## config.mk

```make
export PLATFORM = sky130hd
export DESIGN_NAME = fadd_pipe_ctrl
export DESIGN_NICKNAME = d
export VERILOG_FILES = /design/src/rtl/fpu_pipe_pkg.sv /design/src/rtl/fpipe_hazard_cmp.sv /design/src/rtl/fadd_pipe_ctrl.sv
export SDC_FILE = /design/constraint.sdc
export NUM_CORES = 1
export LEC_CHECK = 0
export CORE_MARGIN = 4
export CORE_UTILIZATION = 25
export CTS_CLUSTER_DIAMETER = 150
export CTS_CLUSTER_SIZE = 8
export DETAILED_ROUTE_END_ITERATION = 8
export PLACE_DENSITY = 0.55
export SYNTH_ARGS = -nofsm -noshare
export SYNTH_HDL_FRONTEND = slang
export SYNTH_SLANG_ARGS = --single-unit
```

## constraint.sdc

```tcl
create_clock -name clock -period 2.35 [get_ports clock]
set_input_delay 0.3525 -clock clock [delete_from_list [all_inputs] [get_ports clock]]
set_output_delay 0.3525 -clock clock [all_outputs]
set_load 0.02 [all_outputs]
```

## src/rtl/fpu_pipe_pkg.sv

```systemverilog
// Shared types and constants for the four-stage FP add/sub pipeline controller.
package fpu_pipe_pkg;

  localparam int unsigned TAG_W = 5;
  localparam int unsigned N_STG = 4;
  localparam int unsigned CNT_W = 3;

  localparam int unsigned STG_A = 0;
  localparam int unsigned STG_C = 1;
  localparam int unsigned STG_N = 2;
  localparam int unsigned STG_W = 3;

  typedef enum logic [1:0] {
    IDLE  = 2'd0,
    RUN   = 2'd1,
    DRAIN = 2'd2
  } state_t;

endpackage

```

## src/rtl/fpipe_hazard_cmp.sv

```systemverilog
// Per-stage tag comparator: flags which issuing source registers match a valid stage destination.
module fpipe_hazard_cmp #(
  parameter int unsigned TAG_W = 5
) (
  input  logic             valid,
  input  logic [TAG_W-1:0] tag,
  input  logic [TAG_W-1:0] fs,
  input  logic [TAG_W-1:0] ft,
  input  logic             use_fs,
  input  logic             use_ft,
  output logic             match_fs,
  output logic             match_ft
);

  always_comb begin
    match_fs = valid & use_fs & (tag == fs);
    match_ft = valid & use_ft & (tag == ft);
  end

endmodule

```

## src/rtl/fadd_pipe_ctrl.sv

```systemverilog
// Sequencing controller for the A/C/N/W FP add/sub pipeline: enables, hazards, stall/flush/drain.
module fadd_pipe_ctrl #(
  parameter int unsigned TAG_W = fpu_pipe_pkg::TAG_W
) (
  input  logic             clock,
  input  logic             clrn,
  input  logic             issue,
  input  logic [TAG_W-1:0] issue_fd,
  input  logic [TAG_W-1:0] issue_fs,
  input  logic [TAG_W-1:0] issue_ft,
  input  logic             use_fs,
  input  logic             use_ft,
  input  logic             stall_ext,
  input  logic             flush,
  input  logic             sync_req,
  output logic             stall_id,
  output logic             e_a,
  output logic             e_ac,
  output logic             e_cn,
  output logic             e_nw,
  output logic             fwd_fs_w,
  output logic             fwd_ft_w,
  output logic             wb_we,
  output logic [TAG_W-1:0] wb_fd,
  output logic             sync_ack,
  output logic             busy
);

  import fpu_pipe_pkg::*;

  logic [N_STG-1:0] v;
  logic [TAG_W-1:0] fd [N_STG];
  logic [N_STG-1:0] m_fs;
  logic [N_STG-1:0] m_ft;
  logic [CNT_W-1:0] cnt;
  logic [CNT_W-1:0] cnt_next;
  state_t           state;

  logic dep;
  logic accept;
  logic retire;
  logic kill;

  for (genvar i = 0; i < N_STG; i++) begin : g_cmp
    fpipe_hazard_cmp #(.TAG_W(TAG_W)) u_cmp (
      .valid    (v[i]),
      .tag      (fd[i]),
      .fs       (issue_fs),
      .ft       (issue_ft),
      .use_fs   (use_fs),
      .use_ft   (use_ft),
      .match_fs (m_fs[i]),
      .match_ft (m_ft[i])
    );
  end

  always_comb begin
    // W is excluded from the hazard: its result is bypassed instead of stalled on.
    dep      = |(m_fs[STG_N:STG_A] | m_ft[STG_N:STG_A]);
    fwd_fs_w = m_fs[STG_W];
    fwd_ft_w = m_ft[STG_W];

    sync_ack = (cnt == '0) && ((state == DRAIN) || ((state == IDLE) && sync_req));
    stall_id = (issue & (stall_ext | dep | (state == DRAIN))) | (sync_req & ~sync_ack);
    accept   = issue & ~stall_id & ~flush;

    e_ac = ~stall_ext;
    e_cn = ~stall_ext;
    e_nw = ~stall_ext;
    e_a  = ~stall_ext & accept;

    retire = v[STG_W] & ~stall_ext;
    wb_we  = retire;
    wb_fd  = fd[STG_W];

    // A flushed op in A never reaches W, so it leaves the occupancy count here.
    kill     = flush & v[STG_A];
    cnt_next = cnt + {{(CNT_W-1){1'b0}}, accept}
                   - {{(CNT_W-1){1'b0}}, retire}
                   - {{(CNT_W-1){1'b0}}, kill};
    busy     = (cnt != '0);
  end

  always_ff @(posedge clock or negedge clrn) begin
    if (!clrn) begin
      v <= '0;
      for (int unsigned i = 0; i < N_STG; i++) fd[i] <= '0;
    end else if (!stall_ext) begin
      v[STG_A] <= accept;
      v[STG_C] <= v[STG_A] & ~flush;
      v[STG_N] <= v[STG_C];
      v[STG_W] <= v[STG_N];
      if (accept) fd[STG_A] <= issue_fd;
      fd[STG_C] <= fd[STG_A];
      fd[STG_N] <= fd[STG_C];
      fd[STG_W] <= fd[STG_N];
    end else if (flush) begin
      v[STG_A] <= 1'b0;
    end
  end

  always_ff @(posedge clock or negedge clrn) begin
    if (!clrn) begin
      state <= IDLE;
      cnt   <= '0;
    end else begin
      cnt <= cnt_next;
      case (state)
        IDLE: begin
          if (sync_req && busy) state <= DRAIN;
          else if (accept)      state <= RUN;
        end
        RUN: begin
          if (sync_req && busy)           state <= DRAIN;
          else if ((cnt == '0) && !accept) state <= IDLE;
        end
        DRAIN: begin
          if (cnt == '0) state <= IDLE;
        end
        default: state <= IDLE;
      endcase
    end
  end

endmodule

```

==> flow_metrics.env <==
export IMPL_num_antenna_cells=0
export IMPL_place_congestion=0.7584
export IMPL_slew_headroom_pct=74.26
export IMPL_cp_arrival_ns=2.43
export IMPL_io_pins=38
export IMPL_synth_seq_area_share_pct=40.11
export IMPL_synth_cell_types=31
export IMPL_overflow=0
export IMPL_dieHeight_um=93.07
export IMPL_clkLatencyLatePin_ns=0.28
export IMPL_grt_max_degree=30
export IMPL_grt_antenna_before_repair=0
export IMPL_grt_use_total_pct=10.27
export IMPL_avgRoutedWirePerCell_um=13.11
export IMPL_vias=1295
export IMPL_worstRegToRegCells=10
export IMPL_cts_buffer_depth=2
export IMPL_dr_first_iter_drc_count=51
export IMPL_synthCells=163
export IMPL_final_layout_size_suffix_gt1_share_pct=24.42
export IMPL_dieArea_um2=8662
export IMPL_avgSynthCellArea_um2=11.10
export IMPL_cp_data_required_time_ns=2.52
export IMPL_cts_root_buffer="clkbuf_8"
export IMPL_startpoint="issue_ft[4]"
export IMPL_finalSetupTns_ns=0
export IMPL_grt_pass1_wl_mm=6.900
export IMPL_r2r_start="cnt[1]"
export IMPL_synth_fp_nets=190
export IMPL_syn_to_final_growth_pct=41.15
export IMPL_ys_seq_elements=29
export IMPL_ff_latch_area_um2=725.7
export IMPL_min_period_ns=2.264
export IMPL_cp_end_kind="flip-flop"
export IMPL_skew_ns=0.003846
export IMPL_hold_viol=0
export IMPL_viasPerCell=4.137
export IMPL_hp_class="input pin to async pin"
export IMPL_drv_slew=0
export IMPL_dr_pass1_iters=4
export IMPL_setup_viol=0
export IMPL_ir_worst_vdd_mv=0.2705
export IMPL_fmax_mhz=441.7
export IMPL_ff2ff_setup_slack_ns=0.14
export IMPL_fp_coreArea_um2=6907
export IMPL_clk_pin_slew_ns=0.06
export IMPL_clock_sinks=29
export IMPL_htree_levels=2
export IMPL_crit_type="input pin to flip-flop"
export IMPL_dpl_hpwl_mm=3.286
export IMPL_cts_tree="built"
export IMPL_final_common_cell="xnor2_1"
export IMPL_fill_cells=704
export IMPL_postRouteAntennaNets=0
export IMPL_grt_pass1_vias=1403
export IMPL_utilization_pct=36.97
export IMPL_nNetsFinal=243
export IMPL_p_per_area_nw_per_um2=987.7
export IMPL_leakage_nw=1.127
export IMPL_die_w_um=93.07
export IMPL_finalWirelength_mm=4.104
export IMPL_drc=0
export IMPL_crit_path_start_kind="input pin"
export IMPL_status="complete, no violations"
export IMPL_critPathMaxFanout=3
export IMPL_tightest_slew_ns=0.3860
export IMPL_max_cap_violations=0
export IMPL_crit_end="cnt[2]"
export IMPL_numPortBuffers=37
export IMPL_rows=30
export IMPL_timing_rr_end="cnt[2]"
export IMPL_final_cell_mix="xnor2_1 (35), dfrtp_1 (29), clkdlybuf4s50_1 (24), buf_4 (24), mux2_1 (17)"
export IMPL_period_share_pct=96.33
export IMPL_multi_input_area_um2=1003
export IMPL_cts_made_buffers=5
export IMPL_ys_warn_count=0
export IMPL_cts_setup_buffers=0
export IMPL_start_util_pct=26.20
export IMPL_syn_area_um2=1809
routing by layer:
metal  vias to the layer above  track usage [%]  share of wire [%]
li1                        648                -                  -
met1                       609            13.87                 47
met2                        31            15.66                 46
met3                         7            2.414                5.1
met4                         0            4.396                2.0
met5                         -                0                  0
flip-flops by register name (all words and copies together), names as in the netlist:
signal,count
wb_fd,5
state,2
fd,15
v,4
cnt,3
critical path, stage by stage:
cell and delay [ns]:
clkdlybuf4s50_1 0.52, buf_6 0.14, xnor2_1 0.11, nand4_1 0.12, o22ai_2 0.17, nor2_2 0.06
nand3_2 0.11, buf_4 0.14, inv_1 0.04, ha_1 0.19, ha_1 0.21, xnor2_2 0.14
xnor2_1 0.12
Yosys cell counts:
master	n	area share [%]
a21boi_1	1	0.42
a221oi_1	1	0.48
a41o_1	1	0.55
a41oi_1	1	0.48
buf_2	1	0.28
buf_4	7	2.9
buf_6	1	0.62
clkbuf_1	7	1.5
dfrtp_1	29	40
fa_1	1	1.1
ha_1	3	2.1
inv_1	6	1.2
inv_2	1	0.21
inv_4	1	0.35
mux2_1	17	11
mux2_4	5	4.1
nand2_1	6	1.2
nand2b_1	3	1.0
nand3_1	7	1.9
nand3_2	1	0.55
nand4_1	7	2.4
nor2_1	5	1.0
nor3_1	1	0.28
nor4_1	1	0.35
nor4b_4	1	1.3
o21ai_1	2	0.55
o21ai_4	1	0.90
o22ai_1	2	0.69
or3_1	1	0.35
xnor2_1	38	18
xor2_1	4	1.9
power breakdown:
part           internal [mW]  switching, mW  leakage (nW)
Clock                  0.264          0.186        0.0542
Combinational          0.655          0.450         0.712
Sequential             0.713          0.254         0.361
stage by stage:
step	setup WS (ns)	cells	hold slack [ns]	total power [mW]	instance area, um^2
after floorplan	0.3278	163	0.05691	1.695	1809
after global placement	-0.4965	305	0.4836	2.042	2392
after detailed placement	-0.5141	305	0.4869	2.068	2392
after CTS	0.0008444	313	0.4641	2.544	2506
after global routing	-0.009057	313	0.5004	2.708	2554
final	0.08621	313	0.4589	2.522	2554
how the worst min path moves through the flow:
stage	start	endpoint	cells past startpoint	slack [ns]
floorplan	clrn	cnt[0]	0	0.06
global placement	state[1]	state[0]	1	0.48
detailed placement	state[1]	state[0]	1	0.49
CTS	clrn	fd[18]	2	0.46
global route	clrn	fd[18]	2	0.50
finish	clrn	fd[18]	2	0.46
what timing repair did:
action / CTS / global route
endpoints found under the hold margin: 0 / 0
pin swaps: 2 / 9
gates resized for setup: 14 / 16
setup endpoints to repair: 6 / 3
hold buffers: 0 / 0
layout make-up:
| cell class | instances | share of cell area, % |
|---|---|---|
| flip-flops and latches | 29 | 28.42 |
| multi-input cells | 110 | 39.29 |
| inverters | 8 | 1.274 |
| repair buffers | 62 | 22.34 |
| well taps | 96 | 4.704 |
| clock inverters | 1 | 0.1960 |
| clock buffers | 7 | 3.773 |
logic make-up after synthesis:
family          after synthesis  share of synthesized area (%)
xor+xnor                     42                          20.33
simple gates                 33                          10.51
flops                        29                          40.11
buf+inv                      24                          7.054
mux                          22                          14.73
compound gates                9                          4.081
fa+ha+maj                     4                          3.181
Note: power is estimated with default switching activity, not from simulation.
